==> config.mk <==
export PLATFORM = sky130hd
export DESIGN_NAME = div_seq_flat
export DESIGN_NICKNAME = d
export VERILOG_FILES = /design/src/rtl/div_seq_if.sv /design/src/rtl/div_seq.sv /design/src/flat_wrapper.sv
export SDC_FILE = /design/constraint.sdc
export NUM_CORES = 1
export LEC_CHECK = 0
export CORE_MARGIN = 10
export CORE_UTILIZATION = 40
export DETAILED_ROUTE_END_ITERATION = 8
export SYNTH_ARGS = -nofsm -noshare
export SYNTH_HDL_FRONTEND = slang
export SYNTH_SLANG_ARGS = --single-unit
==> constraint.sdc <==
create_clock -name clk -period 3.95 [get_ports clk]
set_clock_uncertainty 0.1 [all_clocks]
set_input_delay 0.79 -clock clk [delete_from_list [all_inputs] [get_ports clk]]
set_output_delay 0.79 -clock clk [all_outputs]
set_load 0.005 [all_outputs]
==> src/rtl/div_seq_if.sv <==
// Handshake and data bundle for the sequential divider.
// The master side issues operands and start; the slave side returns status and results.
interface div_seq_if #(
  parameter int WIDTH = 32
);
  logic             start;
  logic             is_signed;
  logic [WIDTH-1:0] dividend;
  logic [WIDTH-1:0] divisor;
  logic             busy;
  logic             done;
  logic             div_zero;
  logic [WIDTH-1:0] lo;
  logic [WIDTH-1:0] hi;

  modport master (
    output start, is_signed, dividend, divisor,
    input  busy, done, div_zero, lo, hi
  );

  modport slave (
    input  start, is_signed, dividend, divisor,
    output busy, done, div_zero, lo, hi
  );
endinterface

==> src/rtl/div_seq.sv <==
// Multi-cycle restoring divider producing quotient (lo) and remainder (hi).
// Signed operands are reduced to magnitudes on entry, and the signs are restored in FIX.
// A zero divisor is reported through div_zero without starting the iteration.
module div_seq #(
  parameter int WIDTH = 32
) (
  input  logic       clk,
  input  logic       reset,
  div_seq_if.slave   bus
);
  localparam int CW = $clog2(WIDTH);

  typedef enum logic [1:0] {
    IDLE = 2'd0,
    CALC = 2'd1,
    FIX  = 2'd2
  } state_t;

  state_t           r_state;
  logic [CW-1:0]    r_cnt;
  logic [WIDTH-1:0] r_rem;
  logic [WIDTH-1:0] r_quo;
  logic [WIDTH-1:0] r_dvs;
  logic             r_qsign;
  logic             r_rsign;
  logic             r_busy;
  logic             r_done;
  logic             r_dz;
  logic [WIDTH-1:0] r_lo;
  logic [WIDTH-1:0] r_hi;

  logic [WIDTH:0]   w_shift;
  logic [WIDTH:0]   w_diff;
  logic [WIDTH-1:0] w_rem_nxt;
  logic [WIDTH-1:0] w_quo_nxt;
  logic             w_dv_zero;

  // Two's-complement negation when en is set, pass-through otherwise.
  function automatic logic [WIDTH-1:0] neg_if(input logic [WIDTH-1:0] x, input logic en);
    neg_if = en ? (~x + {{(WIDTH-1){1'b0}}, 1'b1}) : x;
  endfunction

  // Magnitude of x when interpreted as signed; the most negative value maps to itself as unsigned.
  function automatic logic [WIDTH-1:0] mag(input logic [WIDTH-1:0] x, input logic sgn);
    mag = neg_if(x, sgn & x[WIDTH-1]);
  endfunction

  assign w_dv_zero = (bus.divisor == {WIDTH{1'b0}});

  // One restoring step: shift in the next dividend bit and subtract if it fits.
  always_comb begin
    w_shift = {r_rem, r_quo[WIDTH-1]};
    w_diff  = w_shift - {1'b0, r_dvs};
    if (!w_diff[WIDTH]) begin
      w_rem_nxt = w_diff[WIDTH-1:0];
      w_quo_nxt = {r_quo[WIDTH-2:0], 1'b1};
    end else begin
      w_rem_nxt = w_shift[WIDTH-1:0];
      w_quo_nxt = {r_quo[WIDTH-2:0], 1'b0};
    end
  end

  // Control FSM together with the datapath and the registered outputs.
  always_ff @(posedge clk or negedge reset) begin
    if (!reset) begin
      r_state <= IDLE;
      r_cnt   <= {CW{1'b0}};
      r_rem   <= {WIDTH{1'b0}};
      r_quo   <= {WIDTH{1'b0}};
      r_dvs   <= {WIDTH{1'b0}};
      r_qsign <= 1'b0;
      r_rsign <= 1'b0;
      r_busy  <= 1'b0;
      r_done  <= 1'b0;
      r_dz    <= 1'b0;
      r_lo    <= {WIDTH{1'b0}};
      r_hi    <= {WIDTH{1'b0}};
    end else begin
      r_done <= 1'b0;
      case (r_state)
        IDLE: begin
          if (bus.start) begin
            if (w_dv_zero) begin
              r_dz   <= 1'b1;
              r_done <= 1'b1;
            end else begin
              r_quo   <= mag(bus.dividend, bus.is_signed);
              r_dvs   <= mag(bus.divisor, bus.is_signed);
              r_rem   <= {WIDTH{1'b0}};
              r_qsign <= bus.is_signed & (bus.dividend[WIDTH-1] ^ bus.divisor[WIDTH-1]);
              r_rsign <= bus.is_signed & bus.dividend[WIDTH-1];
              r_cnt   <= {CW{1'b0}};
              r_dz    <= 1'b0;
              r_busy  <= 1'b1;
              r_state <= CALC;
            end
          end
        end
        CALC: begin
          r_rem <= w_rem_nxt;
          r_quo <= w_quo_nxt;
          if (r_cnt == CW'(WIDTH - 1)) begin
            r_cnt   <= {CW{1'b0}};
            r_state <= FIX;
          end else begin
            r_cnt <= r_cnt + {{(CW-1){1'b0}}, 1'b1};
          end
        end
        FIX: begin
          r_lo    <= neg_if(r_quo, r_qsign);
          r_hi    <= neg_if(r_rem, r_rsign);
          r_done  <= 1'b1;
          r_busy  <= 1'b0;
          r_state <= IDLE;
        end
        default: begin
          r_state <= IDLE;
          r_busy  <= 1'b0;
          r_cnt   <= {CW{1'b0}};
        end
      endcase
    end
  end

  assign bus.busy     = r_busy;
  assign bus.done     = r_done;
  assign bus.div_zero = r_dz;
  assign bus.lo       = r_lo;
  assign bus.hi       = r_hi;
endmodule

==> src/flat_wrapper.sv <==
// flat-port wrapper written by rule: the top's interface ports become plain ports
module div_seq_flat 
#(
  parameter int WIDTH = 32
)
  (clk, reset, bus_start, bus_is_signed, bus_dividend, bus_divisor, bus_busy, bus_done, bus_div_zero, bus_lo, bus_hi);
  div_seq_if #(.WIDTH(WIDTH)) bus_i ();
  input  logic clk;
  input  logic reset;
  input wire logic [$bits(bus_i.start)-1:0] bus_start;
  input wire logic [$bits(bus_i.is_signed)-1:0] bus_is_signed;
  input wire logic [$bits(bus_i.dividend)-1:0] bus_dividend;
  input wire logic [$bits(bus_i.divisor)-1:0] bus_divisor;
  output wire logic [$bits(bus_i.busy)-1:0] bus_busy;
  output wire logic [$bits(bus_i.done)-1:0] bus_done;
  output wire logic [$bits(bus_i.div_zero)-1:0] bus_div_zero;
  output wire logic [$bits(bus_i.lo)-1:0] bus_lo;
  output wire logic [$bits(bus_i.hi)-1:0] bus_hi;
  assign bus_i.start = bus_start;
  assign bus_i.is_signed = bus_is_signed;
  assign bus_i.dividend = bus_dividend;
  assign bus_i.divisor = bus_divisor;
  assign bus_busy = bus_i.busy;
  assign bus_done = bus_i.done;
  assign bus_div_zero = bus_i.div_zero;
  assign bus_lo = bus_i.lo;
  assign bus_hi = bus_i.hi;
  div_seq #(.WIDTH(WIDTH)) u_core (.clk(clk), .reset(reset), .bus(bus_i));
endmodule
# Word level (Yosys, flattened, before mapping)
# Cells that the tools add are included.
word_totals:
  input_bits: 68
  output_inout_bits: 67
  wordCells: 70
  ff_bits: 172
classes:
  mux: 26
  reduce_logical: 9
  bitwise: 11
  n_addsub: 6
  n_eq_ne: 6
op_table:
  columns: ["cell", "n"]
  rows:
  - ["two-way mux 32 bit", 9]
  - ["adder 32 x 1 -> 32 bit (second input constant)", 4]
  - ["inverter 32 bit", 4]
  - ["one-hot mux 32 bit (2 select lines)", 2]
  - ["subtractor 33 x 32 -> 33 bit", 1]
  - ["zero test 32 bit", 1]
  - ["two-way mux 5 bit", 3]
  - ["one-hot mux 5 bit (3 select lines)", 1]
  - ["AND reduction 3 bit", 5]
  - ["two-way mux 2 bit", 3]
  - ["adder 5 x 1 -> 5 bit (second input constant)", 1]
  - ["== test 5 bit (second input constant)", 1]
  - ["two-way mux 1 bit", 5]
  - ["!= test 2 bit (second input constant)", 2]
  - ["one-hot mux 1 bit (2 select lines)", 2]
  - ["one-hot mux 2 bit (2 select lines)", 1]
  - ["bitwise AND 1 bit", 3]
  - ["inverter 1 bit", 3]
  - ["== test 2 x 1 -> 1 bit (second input constant)", 1]
  - ["== test 2 bit (second input constant)", 1]
  - ["zero test 2 bit", 1]
  - ["!= test 2 x 1 -> 1 bit (second input constant)", 1]
  - ["AND reduction 2 bit", 1]
  - ["nonzero test 2 bit", 1]
  - ["XOR 1 bit", 1]

# Depth between registers and ports, before layout
logic_depth:
  depth_word: 6
  ltp_mapped: 14
  ltp_nobuf: 11

# Worst setup path after synthesis
# Ideal clock, no wire load.
synth_path:
  path_type: "input to register"
  from: "in bus_divisor[0]"
  to: "reg u_core.r_rem[10]"
  path_slack_ps: 241
  stages: 11
  t_arrival_ps: 3543
  setup_ps: 66
  path_buffers: 2
  required_ps: 3784
  path_cell_list: "inv_1 > ha_1 > or3b_2 > nor4_1 > and4_1 > nor3b_1 > nand2b_1 > o21a_1 > clkbuf_1 > clkbuf_1 > a221o_1"
synth_via:
  elab_chain_len: 3
synth_lines:
  columns: ["item", "line_no", "rtl"]
  rows:
  - ["start: declaration", "flat_wrapper.sv:13", "input wire logic [$bits(bus_i.divisor)-1:0] bus_divisor;"]
  - ["zero test 32 bit", "div_seq.sv:48", "assign w_dv_zero = (bus.divisor == {WIDTH{1'b0}});"]
  - ["!= test 2 bit (no source line)", null, null]
  - ["AND reduction 3 bit (no source line)", null, null]
  - ["end signal: assignment", "div_seq.sv:68", "r_rem <= {WIDTH{1'b0}};"]
  - ["end signal: assignment", "div_seq.sv:89", "r_rem <= {WIDTH{1'b0}};"]
  - ["end signal: assignment", "div_seq.sv:100", "r_rem <= w_rem_nxt;"]
  - ["end: declaration", "div_seq.sv:21", "logic [WIDTH-1:0] r_rem;"]
# No other way between the ends.
# A chain may end at the register's enable or synchronous reset.

# Final worst setup path
layout_path:
  from: "reg u_core.r_quo[8]"
  to: "reg u_core.r_lo[31], in the netlist u_core.bus.lo[31]"
layout_via:
  elab_chain_len: 3
layout_lines:
  columns: ["item", "line_no", "rtl"]
  rows:
  - ["start: declaration", "div_seq.sv:22", "logic [WIDTH-1:0] r_quo;"]
  - ["start signal: assignment", "div_seq.sv:69", "r_quo <= {WIDTH{1'b0}};"]
  - ["start signal: assignment", "div_seq.sv:87", "r_quo <= mag(bus.dividend, bus.is_signed);"]
  - ["start signal: assignment", "div_seq.sv:101", "r_quo <= w_quo_nxt;"]
  - ["inverter 32 bit", "div_seq.sv:40", "neg_if = en ? (~x + {{(WIDTH-1){1'b0}}, 1'b1}) : x;"]
  - ["adder 32 x 1 -> 32 bit", "div_seq.sv:40", null]
  - ["two-way mux 32 bit", "div_seq.sv:40", null]
  - ["end signal: assignment", "div_seq.sv:76", "r_lo <= {WIDTH{1'b0}};"]
  - ["end signal: assignment", "div_seq.sv:110", "r_lo <= neg_if(r_quo, r_qsign);"]
  - ["end: declaration", "div_seq.sv:29", "logic [WIDTH-1:0] r_lo;"]
# No other way between the ends.

==> key figures <==
Clock network
  • H-tree Lvls: 4
  • TritonCTS clock tree: built
  • # Post-CTS Setup Buffers: 0
  • Later-pin clock latency in the skew report: around 0.43 ns
  • CTS buffer count: 17
  • Longest Clk Path Bufs: 2
  • CTS sink count: 172
  • CTS Hold Buffers Added: 0
  • Clk pin slew, worst setup/hold paths: ~0.070 ns
  • Root buffer cell: clkbuf_16
  • CTS resizes: 0

Placement
  • GP Congestion: between 0.8 and 0.9
  • IO Port Bufs: between 100 and 150
  • Dpl cell area: 13100 um^2
  • HPWL after detailed placement: ~23 mm

Die
  • Initial core utilization: between 40% and 50%
  • Core area: between 20000 and 30000 um^2
  • I/O pin count: around 140
  • Row count: 61
  • Die X: 187 um
  • DIE AREA: ~35000 um^2
  • Die Y: between 150 and 200 um

Power and ir drop
  • Pwr Density: around 910 nW/um^2
  • Leakage: 5.73 nW
  • Tot Pwr: roughly 12 mW
  • Worst VDD drop: 0.352 mV

Route
  • M1 WL: about 15 mm
  • Post-DRT Antenna Nets: 0
  • Uppermost routed layer: met4
  • Initial drt markers: 667
  • Via density per instance: 5.31
  • Avg WL per Cell: about 16 um
  • WL met3: about 1.6 mm
  • Drt pass-1 iters: 6
  • # DRC: 0
  • DRT Wirelength: 30.4 mm
  • Metal2 WL: 13.6 mm
  • Routed via count: 9845

Setup path
  • Worst path most repeated cell: or4_4
  • CP top delay family: simple AND/OR/NAND/NOR gates
  • CP max stage delay: 0.58 ns
  • Arr. time, crit path: roughly 3.9 ns
  • Startpoint Class: flop
  • CP cell instances: or4_4 > or4_4 > or4_4 > or4_4 > or4_4 > o41ai_2 > xnor2_1 > o21ai_1
  • Slowest cell on crit path: or4_4
  • Critical path type: flop to flop
  • CP Max Fanout: 5
  • Critical Path RT: 4.13 ns
  • WP buf/inv: 0
  • Crit path capture type: flop

Finish
  • Share of cells above drive strength 1: under 10%
  • Total Nets Final: 1570
  • Ant. Diodes: 0
  • Final Cell Area: 13700 um^2
  • Final core utilization: about half
  • Area grow syn2layout: 22.3%
  • Number of fill cells: 2672

Worst hold path
  • Worst min-delay path class: input port to asynchronous set/reset pin

GRT
  • GRT Overall Usage: 17.2%
  • First-pass GRT wire length: 50.4 mm
  • Vias in the first global route: approximately 9500
  • Largest net degree at the start of global routing: between 100 and 150
  • Initial antenna violation count: 0
  • Grt ovf: 0

Synth
  • Register area share after synthesis: about two fifths
  • Synth Register Bits: approximately 170
  • Yosys synthesis warning count: 0
  • Post-synth EDFFs: 0
  • Ys flop type: dfrtp_1
  • Post-synth top cells: 229 x nand2_1, 172 x dfrtp_1, 170 x o21ai_0
  • Post-synth ARST share: 100%
  • Area leader, netlist: dfrtp_1
  • Synth top area share: about 38%
  • Mapped Cells: around 1300
  • Synthesized cell area: 11200 um^2
  • Post-synthesis cell type count: 59
  • Post-Syn Nets: 1454
  • Syn avg cell area: just over 8 um^2
  • Count leader, synth: nand2_1
  • Synth area leaders: dfrtp_1 38%, xor2_1 7.9%, nand2_1 7.7%, o21ai_0 7.6%, ha_1 4.3%

Timing
  • Min Hold Slack: between 0.2 and 0.3 ns
  • Setup tns final: 0 ns
  • Max_slew headroom: between 20 and 30%
  • RSZ-0062 raised after global routing: false
  • Max Clk Rate: 0.273 GHz
  • Actual slew at the worst max-slew pin: 1.08 ns
  • Final worst-path cycle share: 92.9%
  • Setup violators final: 0
  • Final min period: 3.67 ns
  • Final Max Tran Viols: 0
  • Fin. Hold Viols: 0

Outcome
  • Status: finished, final reports clean

Job
  • MaxCap Viol Count: 0
## routing by layer
layer | GRT usage, % | up-vias
met2 | 27.1 | 241
met3 | 3.23 | 15
met1 | 24.2 | 4561
li1 | - | 5028
met4 | 3.10 | 0
met5 | 0 | -
## power by group
part           switching [mW]  internal [mW]  total (mW)  leakage (nW)
logic                    3.78           3.34        7.12          3.38
registers               0.956           2.64        3.59          2.07
clock network           0.759          0.963        1.72         0.282
## path summary, 6_finish.rpt
check,end,from,slack (ns),depth (start not counted)
max,u_core.bus.lo[31],u_core.r_quo[8],0.28,8
min,u_core.bus.lo[27],reset,0.29,1
max reg2reg,u_core.bus.lo[31],u_core.r_quo[8],0.28,8
min reg2reg,u_core.bus.hi[17],u_core.bus.hi[17],0.38,2
max in group asynchronous,u_core.r_rem[17],reset,2.60,2
min in group clk,u_core.bus.hi[17],u_core.bus.hi[17],0.38,2
## cell families (layout without fill, tap and decap cells)
family                     after synthesis  count (layout)  synth area share, %
buffers and inverters                  128             257                 4.30
adders and majority gates               39              39                 4.43
and+or+nand+nor                        441             441                 18.1
xor gates and xnor gates               138             138                 10.8
DFF                                    172             172                 38.5
muxes                                    6               6                0.571
AOI/OAI and AO/OA                      423             423                 23.3
## registers in the layout, summed over array words and instances, names as in the netlist
register             cells
u_core.bus.hi           32
u_core.bus.lo           32
u_core.r_dvs            32
u_core.r_quo            32
u_core.r_rem            32
u_core.r_cnt             5
u_core.r_state           2
u_core.bus.busy          1
u_core.bus.div_zero      1
u_core.bus.done          1
u_core.r_qsign           1
u_core.r_rsign           1
## through the flow
stage / instances / setup WS (ns)
finish: 1854 / 0.282
global route: 1854 / 0.0850
CTS: 1854 / 0.268
detailed placement: 1822 / -0.0228
global placement: 1822 / 0.0421
floorplan: 1347 / 0.241
## layout make-up
class	count	area [um^2]	share of cell area (%)
clock inverters	14	159	1.16
well taps	378	473	3.46
clock buffers	18	439	3.21
inverters	53	199	1.45
repair buffers	172	1680	12.3
multi-input cells	1047	6420	47.0
flip-flops and latches	172	4300	31.5
## layout by cell type, fill, tap and decap left out, types with 30 or more instances in the layout
| cell | count |
|---|---|
| xnor2_1 | 37 |
| nand2_1 | 228 |
| o31ai_1 | 30 |
| nor2_1 | 72 |
| inv_1 | 53 |
| dfrtp_1 | 172 |
| clkdlybuf4s50_1 | 133 |
| xor2_1 | 101 |
| o21ai_0 | 170 |
| a21oi_1 | 87 |
| ha_1 | 38 |
| buf_4 | 34 |
Power figures use the tool's default switching activity.
